## src/rtl/arp_ctrl_if.sv

```systemverilog
// ARP control bus: groups the arp_rx result, user trigger and arp_tx handshake
// signals of arp_ctrl into one bundle.
//   master : the controller side (arp_ctrl) - consumes rx/key/tx_done, drives tx/status
//   slave  : the environment side (arp_rx, arp_tx, user logic)
// Signals:
//   arp_rx_done  1-cycle pulse, pc_mac/pc_ip/arp_rx_op valid
//   arp_rx_op    received type: 0 = reply, 1 = request
//   pc_mac       sender MAC of received packet
//   pc_ip        sender IP of received packet
//   key_req      1-cycle pulse, user asks for an ARP request
//   arp_tx_done  1-cycle pulse, frame fully sent
//   arp_tx_en    1-cycle pulse, start one frame
//   arp_tx_op    frame type: 0 = reply, 1 = request
//   des_mac      target MAC for arp_tx
//   des_ip       target IP for arp_tx
//   peer_valid   a peer has been learned
//   busy         a frame is launching, in flight, or in its inter-frame gap
//   tx_timeout   1-cycle pulse when a frame aborts on timeout
interface arp_ctrl_if;
    logic        arp_rx_done;
    logic        arp_rx_op;
    logic [47:0] pc_mac;
    logic [31:0] pc_ip;
    logic        key_req;
    logic        arp_tx_done;
    logic        arp_tx_en;
    logic        arp_tx_op;
    logic [47:0] des_mac;
    logic [31:0] des_ip;
    logic        peer_valid;
    logic        busy;
    logic        tx_timeout;

    modport master (
        input  arp_rx_done,
        input  arp_rx_op,
        input  pc_mac,
        input  pc_ip,
        input  key_req,
        input  arp_tx_done,
        output arp_tx_en,
        output arp_tx_op,
        output des_mac,
        output des_ip,
        output peer_valid,
        output busy,
        output tx_timeout
    );

    modport slave (
        output arp_rx_done,
        output arp_rx_op,
        output pc_mac,
        output pc_ip,
        output key_req,
        output arp_tx_done,
        input  arp_tx_en,
        input  arp_tx_op,
        input  des_mac,
        input  des_ip,
        input  peer_valid,
        input  busy,
        input  tx_timeout
    );
endinterface

```

## src/rtl/arp_ctrl.sv

```systemverilog
// ARP control stage between arp_rx and arp_tx.
// Caches the last received peer MAC/IP, schedules replies to received requests
// and requests from key_req or a periodic timer, and paces frames to arp_tx
// with a completion timeout and an inter-frame gap.
// Ports:
//   clk   single clock
//   rstn  synchronous active-low reset
//   bus   arp_ctrl_if.master (rx result, key_req, tx handshake, status)
module arp_ctrl #(
    parameter int unsigned REQ_PERIOD  = 0,
    parameter int unsigned TX_TIMEOUT  = 4096,
    parameter int unsigned IFG_CYCLES  = 12,
    parameter logic [47:0] DEF_DES_MAC = 48'hFFFF_FFFF_FFFF,
    parameter logic [31:0] DEF_DES_IP  = 32'hC0A8_0066
) (
    input  logic       clk,
    input  logic       rstn,
    arp_ctrl_if.master bus
);

    localparam int unsigned TO_W  = (TX_TIMEOUT > 1) ? $clog2(TX_TIMEOUT) : 1;
    localparam int unsigned IFG_W = (IFG_CYCLES > 1) ? $clog2(IFG_CYCLES) : 1;
    localparam int unsigned PER_W = (REQ_PERIOD > 1) ? $clog2(REQ_PERIOD) : 1;

    localparam logic [TO_W-1:0]  TO_LAST  = TO_W'((TX_TIMEOUT > 0) ? TX_TIMEOUT - 1 : 0);
    localparam logic [IFG_W-1:0] IFG_LAST = IFG_W'((IFG_CYCLES > 0) ? IFG_CYCLES - 1 : 0);
    localparam logic [PER_W-1:0] PER_LAST = PER_W'((REQ_PERIOD > 0) ? REQ_PERIOD - 1 : 0);

    typedef enum logic [1:0] {
        S_IDLE   = 2'd0,
        S_LAUNCH = 2'd1,
        S_WAIT   = 2'd2,
        S_GAP    = 2'd3
    } state_e;

    state_e             state_q,      state_d;
    logic               tx_en_q,      tx_en_d;
    logic               op_q,         op_d;
    logic [47:0]        des_mac_q,    des_mac_d;
    logic [31:0]        des_ip_q,     des_ip_d;
    logic [47:0]        cache_mac_q,  cache_mac_d;
    logic [31:0]        cache_ip_q,   cache_ip_d;
    logic               peer_valid_q, peer_valid_d;
    logic               busy_q,       busy_d;
    logic               timeout_q,    timeout_d;
    logic               rep_pend_q,   rep_pend_d;
    logic               req_pend_q,   req_pend_d;
    logic [TO_W-1:0]    to_cnt_q,     to_cnt_d;
    logic [IFG_W-1:0]   gap_cnt_q,    gap_cnt_d;
    logic [PER_W-1:0]   per_cnt_q,    per_cnt_d;

    logic               per_tick_c;
    logic               rep_take_c;
    logic               req_take_c;
    logic               gap_last_c;

    // Next-state, counters, pending flags and registered outputs
    always_comb begin
        state_d      = state_q;
        tx_en_d      = 1'b0;
        op_d         = op_q;
        des_mac_d    = des_mac_q;
        des_ip_d     = des_ip_q;
        cache_mac_d  = cache_mac_q;
        cache_ip_d   = cache_ip_q;
        peer_valid_d = peer_valid_q;
        timeout_d    = 1'b0;
        to_cnt_d     = to_cnt_q;
        gap_cnt_d    = gap_cnt_q;
        per_cnt_d    = per_cnt_q;
        per_tick_c   = 1'b0;
        rep_take_c   = 1'b0;
        req_take_c   = 1'b0;
        gap_last_c   = (IFG_CYCLES <= 1) || (gap_cnt_q == IFG_LAST);

        // Peer cache follows every received packet, whatever the FSM is doing
        if (bus.arp_rx_done) begin
            cache_mac_d  = bus.pc_mac;
            cache_ip_d   = bus.pc_ip;
            peer_valid_d = 1'b1;
        end

        // Free-running request timer, independent of the FSM
        if (REQ_PERIOD != 0) begin
            if (per_cnt_q == PER_LAST) begin
                per_tick_c = 1'b1;
                per_cnt_d  = '0;
            end else begin
                per_cnt_d  = per_cnt_q + PER_W'(1);
            end
        end

        unique case (state_q)
            S_IDLE: begin
                to_cnt_d  = '0;
                gap_cnt_d = '0;
                if (rep_pend_q) begin
                    rep_take_c = 1'b1;
                    op_d       = 1'b0;
                end else if (req_pend_q) begin
                    req_take_c = 1'b1;
                    op_d       = 1'b1;
                end
                // Target is loaded together with the launch pulse, from the
                // cache value including a packet arriving this very cycle
                if (rep_take_c || req_take_c) begin
                    state_d  = S_LAUNCH;
                    tx_en_d  = 1'b1;
                    des_ip_d = peer_valid_d ? cache_ip_d : DEF_DES_IP;
                    if (op_d) begin
                        des_mac_d = DEF_DES_MAC;
                    end else begin
                        des_mac_d = peer_valid_d ? cache_mac_d : DEF_DES_MAC;
                    end
                end
            end
            S_LAUNCH: begin
                // The launch cycle counts toward the timeout
                state_d  = S_WAIT;
                to_cnt_d = to_cnt_q + TO_W'(1);
            end
            S_WAIT: begin
                if (bus.arp_tx_done) begin
                    state_d   = S_GAP;
                    gap_cnt_d = '0;
                end else if (to_cnt_q >= TO_LAST) begin
                    state_d   = S_GAP;
                    gap_cnt_d = '0;
                    timeout_d = 1'b1;
                end else begin
                    to_cnt_d  = to_cnt_q + TO_W'(1);
                end
            end
            S_GAP: begin
                if (gap_last_c) begin
                    state_d   = S_IDLE;
                end else begin
                    gap_cnt_d = gap_cnt_q + IFG_W'(1);
                end
            end
            default: begin
                state_d = S_IDLE;
            end
        endcase

        // Consume first, then set: a new event in the consuming cycle survives
        rep_pend_d = (rep_pend_q && !rep_take_c) || (bus.arp_rx_done && bus.arp_rx_op);
        req_pend_d = (req_pend_q && !req_take_c) || bus.key_req || per_tick_c;

        busy_d = (state_d != S_IDLE);
    end

    // State and output registers
    always_ff @(posedge clk) begin
        if (!rstn) begin
            state_q      <= S_IDLE;
            tx_en_q      <= 1'b0;
            op_q         <= 1'b1;
            des_mac_q    <= DEF_DES_MAC;
            des_ip_q     <= DEF_DES_IP;
            cache_mac_q  <= '0;
            cache_ip_q   <= '0;
            peer_valid_q <= 1'b0;
            busy_q       <= 1'b0;
            timeout_q    <= 1'b0;
            rep_pend_q   <= 1'b0;
            req_pend_q   <= 1'b0;
            to_cnt_q     <= '0;
            gap_cnt_q    <= '0;
            per_cnt_q    <= '0;
        end else begin
            state_q      <= state_d;
            tx_en_q      <= tx_en_d;
            op_q         <= op_d;
            des_mac_q    <= des_mac_d;
            des_ip_q     <= des_ip_d;
            cache_mac_q  <= cache_mac_d;
            cache_ip_q   <= cache_ip_d;
            peer_valid_q <= peer_valid_d;
            busy_q       <= busy_d;
            timeout_q    <= timeout_d;
            rep_pend_q   <= rep_pend_d;
            req_pend_q   <= req_pend_d;
            to_cnt_q     <= to_cnt_d;
            gap_cnt_q    <= gap_cnt_d;
            per_cnt_q    <= per_cnt_d;
        end
    end

    assign bus.arp_tx_en  = tx_en_q;
    assign bus.arp_tx_op  = op_q;
    assign bus.des_mac    = des_mac_q;
    assign bus.des_ip     = des_ip_q;
    assign bus.peer_valid = peer_valid_q;
    assign bus.busy       = busy_q;
    assign bus.tx_timeout = timeout_q;

endmodule
```

## src/flat_wrapper.sv

```systemverilog
// flat-port wrapper written by rule: the top's interface ports become plain ports
module arp_ctrl_flat 
#(
    parameter int unsigned REQ_PERIOD  = 0,
    parameter int unsigned TX_TIMEOUT  = 4096,
    parameter int unsigned IFG_CYCLES  = 12,
    parameter logic [47:0] DEF_DES_MAC = 48'hFFFF_FFFF_FFFF,
    parameter logic [31:0] DEF_DES_IP  = 32'hC0A8_0066
)
  (clk, rstn, bus_arp_rx_done, bus_arp_rx_op, bus_pc_mac, bus_pc_ip, bus_key_req, bus_arp_tx_done, bus_arp_tx_en, bus_arp_tx_op, bus_des_mac, bus_des_ip, bus_peer_valid, bus_busy, bus_tx_timeout);
  arp_ctrl_if bus_i ();
  input  logic clk;
  input  logic rstn;
  input wire logic [$bits(bus_i.arp_rx_done)-1:0] bus_arp_rx_done;
  input wire logic [$bits(bus_i.arp_rx_op)-1:0] bus_arp_rx_op;
  input wire logic [$bits(bus_i.pc_mac)-1:0] bus_pc_mac;
  input wire logic [$bits(bus_i.pc_ip)-1:0] bus_pc_ip;
  input wire logic [$bits(bus_i.key_req)-1:0] bus_key_req;
  input wire logic [$bits(bus_i.arp_tx_done)-1:0] bus_arp_tx_done;
  output wire logic [$bits(bus_i.arp_tx_en)-1:0] bus_arp_tx_en;
  output wire logic [$bits(bus_i.arp_tx_op)-1:0] bus_arp_tx_op;
  output wire logic [$bits(bus_i.des_mac)-1:0] bus_des_mac;
  output wire logic [$bits(bus_i.des_ip)-1:0] bus_des_ip;
  output wire logic [$bits(bus_i.peer_valid)-1:0] bus_peer_valid;
  output wire logic [$bits(bus_i.busy)-1:0] bus_busy;
  output wire logic [$bits(bus_i.tx_timeout)-1:0] bus_tx_timeout;
  assign bus_i.arp_rx_done = bus_arp_rx_done;
  assign bus_i.arp_rx_op = bus_arp_rx_op;
  assign bus_i.pc_mac = bus_pc_mac;
  assign bus_i.pc_ip = bus_pc_ip;
  assign bus_i.key_req = bus_key_req;
  assign bus_i.arp_tx_done = bus_arp_tx_done;
  assign bus_arp_tx_en = bus_i.arp_tx_en;
  assign bus_arp_tx_op = bus_i.arp_tx_op;
  assign bus_des_mac = bus_i.des_mac;
  assign bus_des_ip = bus_i.des_ip;
  assign bus_peer_valid = bus_i.peer_valid;
  assign bus_busy = bus_i.busy;
  assign bus_tx_timeout = bus_i.tx_timeout;
  arp_ctrl #(.REQ_PERIOD(REQ_PERIOD), .TX_TIMEOUT(TX_TIMEOUT), .IFG_CYCLES(IFG_CYCLES), .DEF_DES_MAC(DEF_DES_MAC), .DEF_DES_IP(DEF_DES_IP)) u_core (.clk(clk), .rstn(rstn), .bus(bus_i));
endmodule
```

## config.mk

```make
export PLATFORM = sky130hd
export DESIGN_NAME = arp_ctrl_flat
export DESIGN_NICKNAME = d
export VERILOG_FILES = /design/src/rtl/arp_ctrl_if.sv /design/src/rtl/arp_ctrl.sv /design/src/flat_wrapper.sv
export SDC_FILE = /design/constraint.sdc
export NUM_CORES = 1
export LEC_CHECK = 0
export CAP_MARGIN = 10
export CORE_MARGIN = 10
export CORE_UTILIZATION = 50
export CTS_BUF_LIST = sky130_fd_sc_hd__clkbuf_8
export DETAILED_ROUTE_END_ITERATION = 10
export PLACE_DENSITY = 0.93
export SLEW_MARGIN = 20
export SYNTH_ARGS = -nofsm -noshare
export SYNTH_HDL_FRONTEND = slang
export SYNTH_SLANG_ARGS = --single-unit
```

## constraint.sdc

```tcl
create_clock -name clk -period 2.1 [get_ports clk]
set_clock_uncertainty 0.2 [all_clocks]
set_input_delay 0.42 -clock clk [delete_from_list [all_inputs] [get_ports clk]]
set_output_delay 0.42 -clock clk [all_outputs]
set_load 0.005 [all_outputs]
```

# --- Word-level counts from Yosys, hierarchy flattened ---
# Index checks and enable logic that the tools add are counted.
# W data, S select, Z words.
classes:
  addsub: 2
  multipliers: 0
  n_div: 0
  n_lt_le_gt_ge: 1
  n_eq_ne: 8
  shift: 0
  mux: 30
  bitwise: 2
  reduce_logical: 17
op_table:
  columns: ["operator", "n"]
  rows:
  - ["$mux W48", 3]
  - ["$mux W32", 2]
  - ["$pmux W12 S3", 1]
  - ["$mux W12", 2]
  - ["$mux W1", 13]
  - ["$add A12 B1 Y12 const B", 1]
  - ["$ge A12 B12 Y1 const B", 1]
  - ["$mux W4", 3]
  - ["$pmux W4 S3", 1]
  - ["$mux W2", 4]
  - ["$pmux W2 S4", 1]
  - ["$ne A2 B2 Y1 const B", 3]
  - ["$reduce_and A3 Y1", 2]
  - ["$reduce_bool A3 Y1", 2]
  - ["$add A4 B1 Y4 const B", 1]
  - ["$eq A2 B2 Y1 const B", 2]
  - ["$eq A4 B4 Y1 const B", 1]
  - ["$reduce_and A2 Y1", 2]
  - ["$logic_and A1 B1 Y1", 3]
  - ["$logic_or A1 B1 Y1", 3]
  - ["$ne A3 B2 Y1 const B", 1]
  - ["$reduce_or A3 Y1", 1]
  - ["$eq A2 B1 Y1 const B", 1]
  - ["$logic_not A1 Y1", 2]
  - ["3 further kinds", 4]
totals:
  ff_bits: 185
  latch_bits: 0
  mem_bits_rw: 0
  mem_bits_ro: 0
  input_bits: 86
  out_inout_bits: 85
  wordCells: 74
  n_memories: 0

# --- Logic depth before layout (Yosys ltp) ---
logic_depth:
  word_depth: 7
  depth_mapped: 8
  mapped_depth_nobuf: 6

# --- Worst setup path after synthesis ---
# OpenSTA, ideal clock, no wires.
synth_path:
  path_type: "flip-flop to flip-flop"
  start: "register u_core.state_q[0]"
  end: "register u_core.gap_cnt_q[3]"
  setup_ps: 88
  arrival_time_ps: 1642
  t_required_ps: 1812
  path_slack_ps: 170
  path_stages_with_launch: 7
  n_path_buf: 0
  synth_period_minus_slack_ps: 1930
  path_cell_list: "dfxtp_1 > inv_1 > ha_1 > inv_1 > a311oi_4 > or4b_4 > o32ai_2"
synth_between:
  elab_chain_cells: 3
  word_cells_on_any_way: 8
  classes_between: "eq/ne (4); mux (1); reduce/logical (3)"
synth_lines:
  columns: ["element", "line_no", "text"]
  rows:
  - ["start, declared", "arp_ctrl.sv:36", "state_e state_q, state_d;"]
  - ["start signal, assigned", "arp_ctrl.sv:172", "state_q <= state_d;"]
  - ["$eq A2 B2 Y1 or $logic_not A2 Y1 (tied branches)", "arp_ctrl.sv:93", "unique case (state_q)"]
  - ["$ne A3 B2 Y1 (no line), or another cell as far along", null, null]
  - ["$reduce_and A3 Y1 (no line)", null, null]
  - ["end signal, assigned", "arp_ctrl.sv:185", "gap_cnt_q <= gap_cnt_d;"]
  - ["end, declared", "arp_ctrl.sv:49", "logic [IFG_W-1:0] gap_cnt_q, gap_cnt_d;"]
# Parallel ways exist; a longest one is shown, timed or not.
# A chain may end at the register's enable or synchronous reset.

# --- Worst setup path in the final report ---
layout_path:
  start: "register u_core.peer_valid_q (netlist: u_core.bus.peer_valid)"
  end: "output port bus_peer_valid"
layout_rtl:
  columns: ["element", "line_no", "text"]
  rows:
  - ["start, declared", "arp_ctrl.sv:43", "logic peer_valid_q, peer_valid_d;"]
  - ["start signal, assigned", "arp_ctrl.sv:179", "peer_valid_q <= peer_valid_d;"]
  - ["end, declared", "flat_wrapper.sv:24", "output wire logic [$bits(bus_i.peer_valid)-1:0] bus_peer_valid;"]
# No word-level cell between the ends.

==> metrics.yaml <==
antenna_found_initial: 0
synth_warnings: 0
placed_cell_area_mm2: 0.00870
max_cap_viol_count: 0
cts_buffer_depth: 2
tightest_slew_ps: 427
ir_drop_v: 0.000565
synthesis.nets: 789
fin_tns_setup_ps: 0
p_per_area_mw_per_mm2: 925
grt_pass1_vias: 5567
num_rows: 42
fp.dieW_um: 136
core_mm2: 0.0132
diodes: 0
status: "completed"
holdWs_ps: 207
first_pass_iters: 4
synth_edf_count: 0
routed_wl_um: 17700
critPathKind: "flip-flop to primary output"
gp_congestion: 0.838
relSlewSlack: 0.712
drc: 0
max_stage_delay_ps: 540
stdcell_count: 1055
cts_setup_buffers: 0
cts_tree: "done"
endpoint_kind: "primary output"
fin_crit_sh: 0.969
hold_viol: 0
dp.cells: 1023
yosys.cell_types.count: 46
syn_area_mm2: 0.00669
grt_max_degree: 49
cts_sinks: 185
synth-seq-cells: 185
critical_path.top_delay_family: "buffers and inverters"
dp_hpwl_um: 12500
cts.clk_slew.worst_paths_ps: 90
syn2layout_area_growth_pct: 36.9
hp-class: "primary input to flip-flop"
fin_area_mm2: 0.00916
ctsHoldBuffers: 0
drive_gt1_frac: 0.0830
startpoint_type: "flip-flop"
ys_seq_area_frac: 0.554
maxSlewViolCount: 0
grt_remaining_overflow: 0
fin_nets: 959
nFillCells: 960
crit_buf_inv: 1
io_pins: 171
via_per_inst: 5.28
leakage_nw: 3.70
cts_root_buf: "clkbuf_8"
vias: 5572
die_h_um: 136
rsz0062_at_grt: "false"
dieArea_mm2: 0.0184
power.total_mw: 8.47
cts-resized-gates: 0
ant_nets: 0
worstPathCellList: "clkdlybuf4s50_1"
cp_slowest_cell: "clkdlybuf4s50_1"
clk_latency_ps: 450
max_freq_mhz: 491
crit_required_ps: 1480
grt_usage: 0.188
synth_cells: 696
cts_max_level: 4
min_period_ps: 2040
reg2reg_slack_ps: 110
drt_iter0_drc: 409
cts_buffers: 17
setup_violations: 0
port_buffers: 170
route.detailed.wl_per_inst_um: 16.8
grt_pass1_wl_um: 27900
initial_core_util: 0.507
async_flop_share: 0
avgSynthCellArea_um2: 9.61
ys.flop_type: "dfxtp_1"
worst_ep_arrival_time_ps: 1420
crit_fanout: 4
[metrics by stage]
stage          worst slack (ps)  utilization
3_5_place_dp              -71.9        0.659
3_3_place_gp              -17.3        0.659
4_1_cts                    36.8        0.694
5_1_grt                    11.2        0.694
6_report                   64.7        0.694
2_1_floorplan               170            -
[cell usage in the layout (no fill, tap or decap), types with 4 or more instances in the layout]
cell / count
dfxtp_1: 185
inv_1: 9
clkdlybuf4s50_1: 169
clkbuf_8: 19
mux2i_1: 80
o22ai_1: 18
buf_12: 6
nand4_1: 4
ha_1: 7
bufinv_16: 4
a21oi_1: 64
o31ai_1: 25
nand3_1: 8
nand2b_1: 4
nor3_1: 4
o211ai_1: 8
buf_4: 23
or3_1: 8
nand2_1: 53
nor2_1: 133
[state kept, by name, summed over array words and instances, names as in the netlist]
signal                 flops
u_core.bus.des_mac        48
u_core.state_q             2
u_core.cache_ip_q         32
u_core.bus.busy            1
u_core.bus.arp_tx_en       1
u_core.to_cnt_q           12
u_core.bus.des_ip         32
u_core.req_pend_q          1
u_core.cache_mac_q        48
u_core.rep_pend_q          1
u_core.bus.peer_valid      1
u_core.bus.arp_tx_op       1
u_core.bus.tx_timeout      1
u_core.gap_cnt_q           4
[area by class of cell]
class / instances / area (um^2) / share of cell area
Clock inverter: 13 / 190 / 0.0208
Timing Repair Buffer: 198 / 1980 / 0.217
Sequential cell: 185 / 3700 / 0.405
Tap cell: 176 / 220 / 0.0241
Clock buffer: 19 / 262 / 0.0286
Inverter: 9 / 35.0 / 0.00383
Multi-Input combinational cell: 455 / 2760 / 0.301
[where the power goes]
| group | internal (mW) | leakage (nW) | switching (mW) |
|---|---|---|---|
| logic | 0.950 | 1.95 | 0.937 |
| registers | 3.80 | 1.52 | 0.144 |
| clock network | 1.38 | 0.232 | 1.26 |
[routing by layer]
metal	up-vias	GRT usage	routed length (um)
met1	2625	0.216	7290
li1	2730	-	-
met3	28	0.0671	1490
met4	0	0.0801	439
met5	-	0	0
met2	189	0.308	8460
[cells in the mapped netlist, drive strengths merged (3+ instances only)]
master | number | area, um^2
dfxtp | 185 | 3700
nor2 | 133 | 499
mux2i | 80 | 801
a21oi | 65 | 325
nand2 | 53 | 199
clkbuf | 33 | 124
o31ai | 25 | 188
o22ai | 18 | 113
buf | 14 | 71.3
or3 | 9 | 57.6
inv | 8 | 30.0
nand3 | 8 | 40.0
o211ai | 8 | 60.1
ha | 7 | 87.6
o21ai | 6 | 30.0
or2 | 5 | 31.3
and2 | 4 | 25.0
nand2b | 4 | 25.0
nand4 | 4 | 25.0
nor3 | 4 | 20.0
and4 | 3 | 31.3
[final timing paths]
path / startpoint / to / cells after the start
worst min-delay path: bus_arp_rx_done / u_core.cache_ip_q[23] / 3
worst min register to register: u_core.bus.des_ip[24] / u_core.bus.des_ip[24] / 2
worst max-delay path: u_core.bus.peer_valid / bus_peer_valid / 1
worst max register to register: u_core.to_cnt_q[0] / u_core.gap_cnt_q[3] / 5
[cells by family (layout without fill, tap and decap cells)]
logic type | Yosys count | after routing | synth area share
simple gates | 235 | 235 | 0.153
compound gates | 133 | 133 | 0.126
buf+inv | 56 | 239 | 0.0343
fa+ha+maj | 7 | 7 | 0.0131
flops | 185 | 185 | 0.554
mux | 80 | 80 | 0.120
[worst reg2reg max path, stage by stage (launching register included)]
cell and delay, ps:
dfxtp_1 400, ha_1 230, and3_4 230, a311oi_4 100
or4b_4 510, o32ai_2 250
Power figures use the tool's default switching activity.
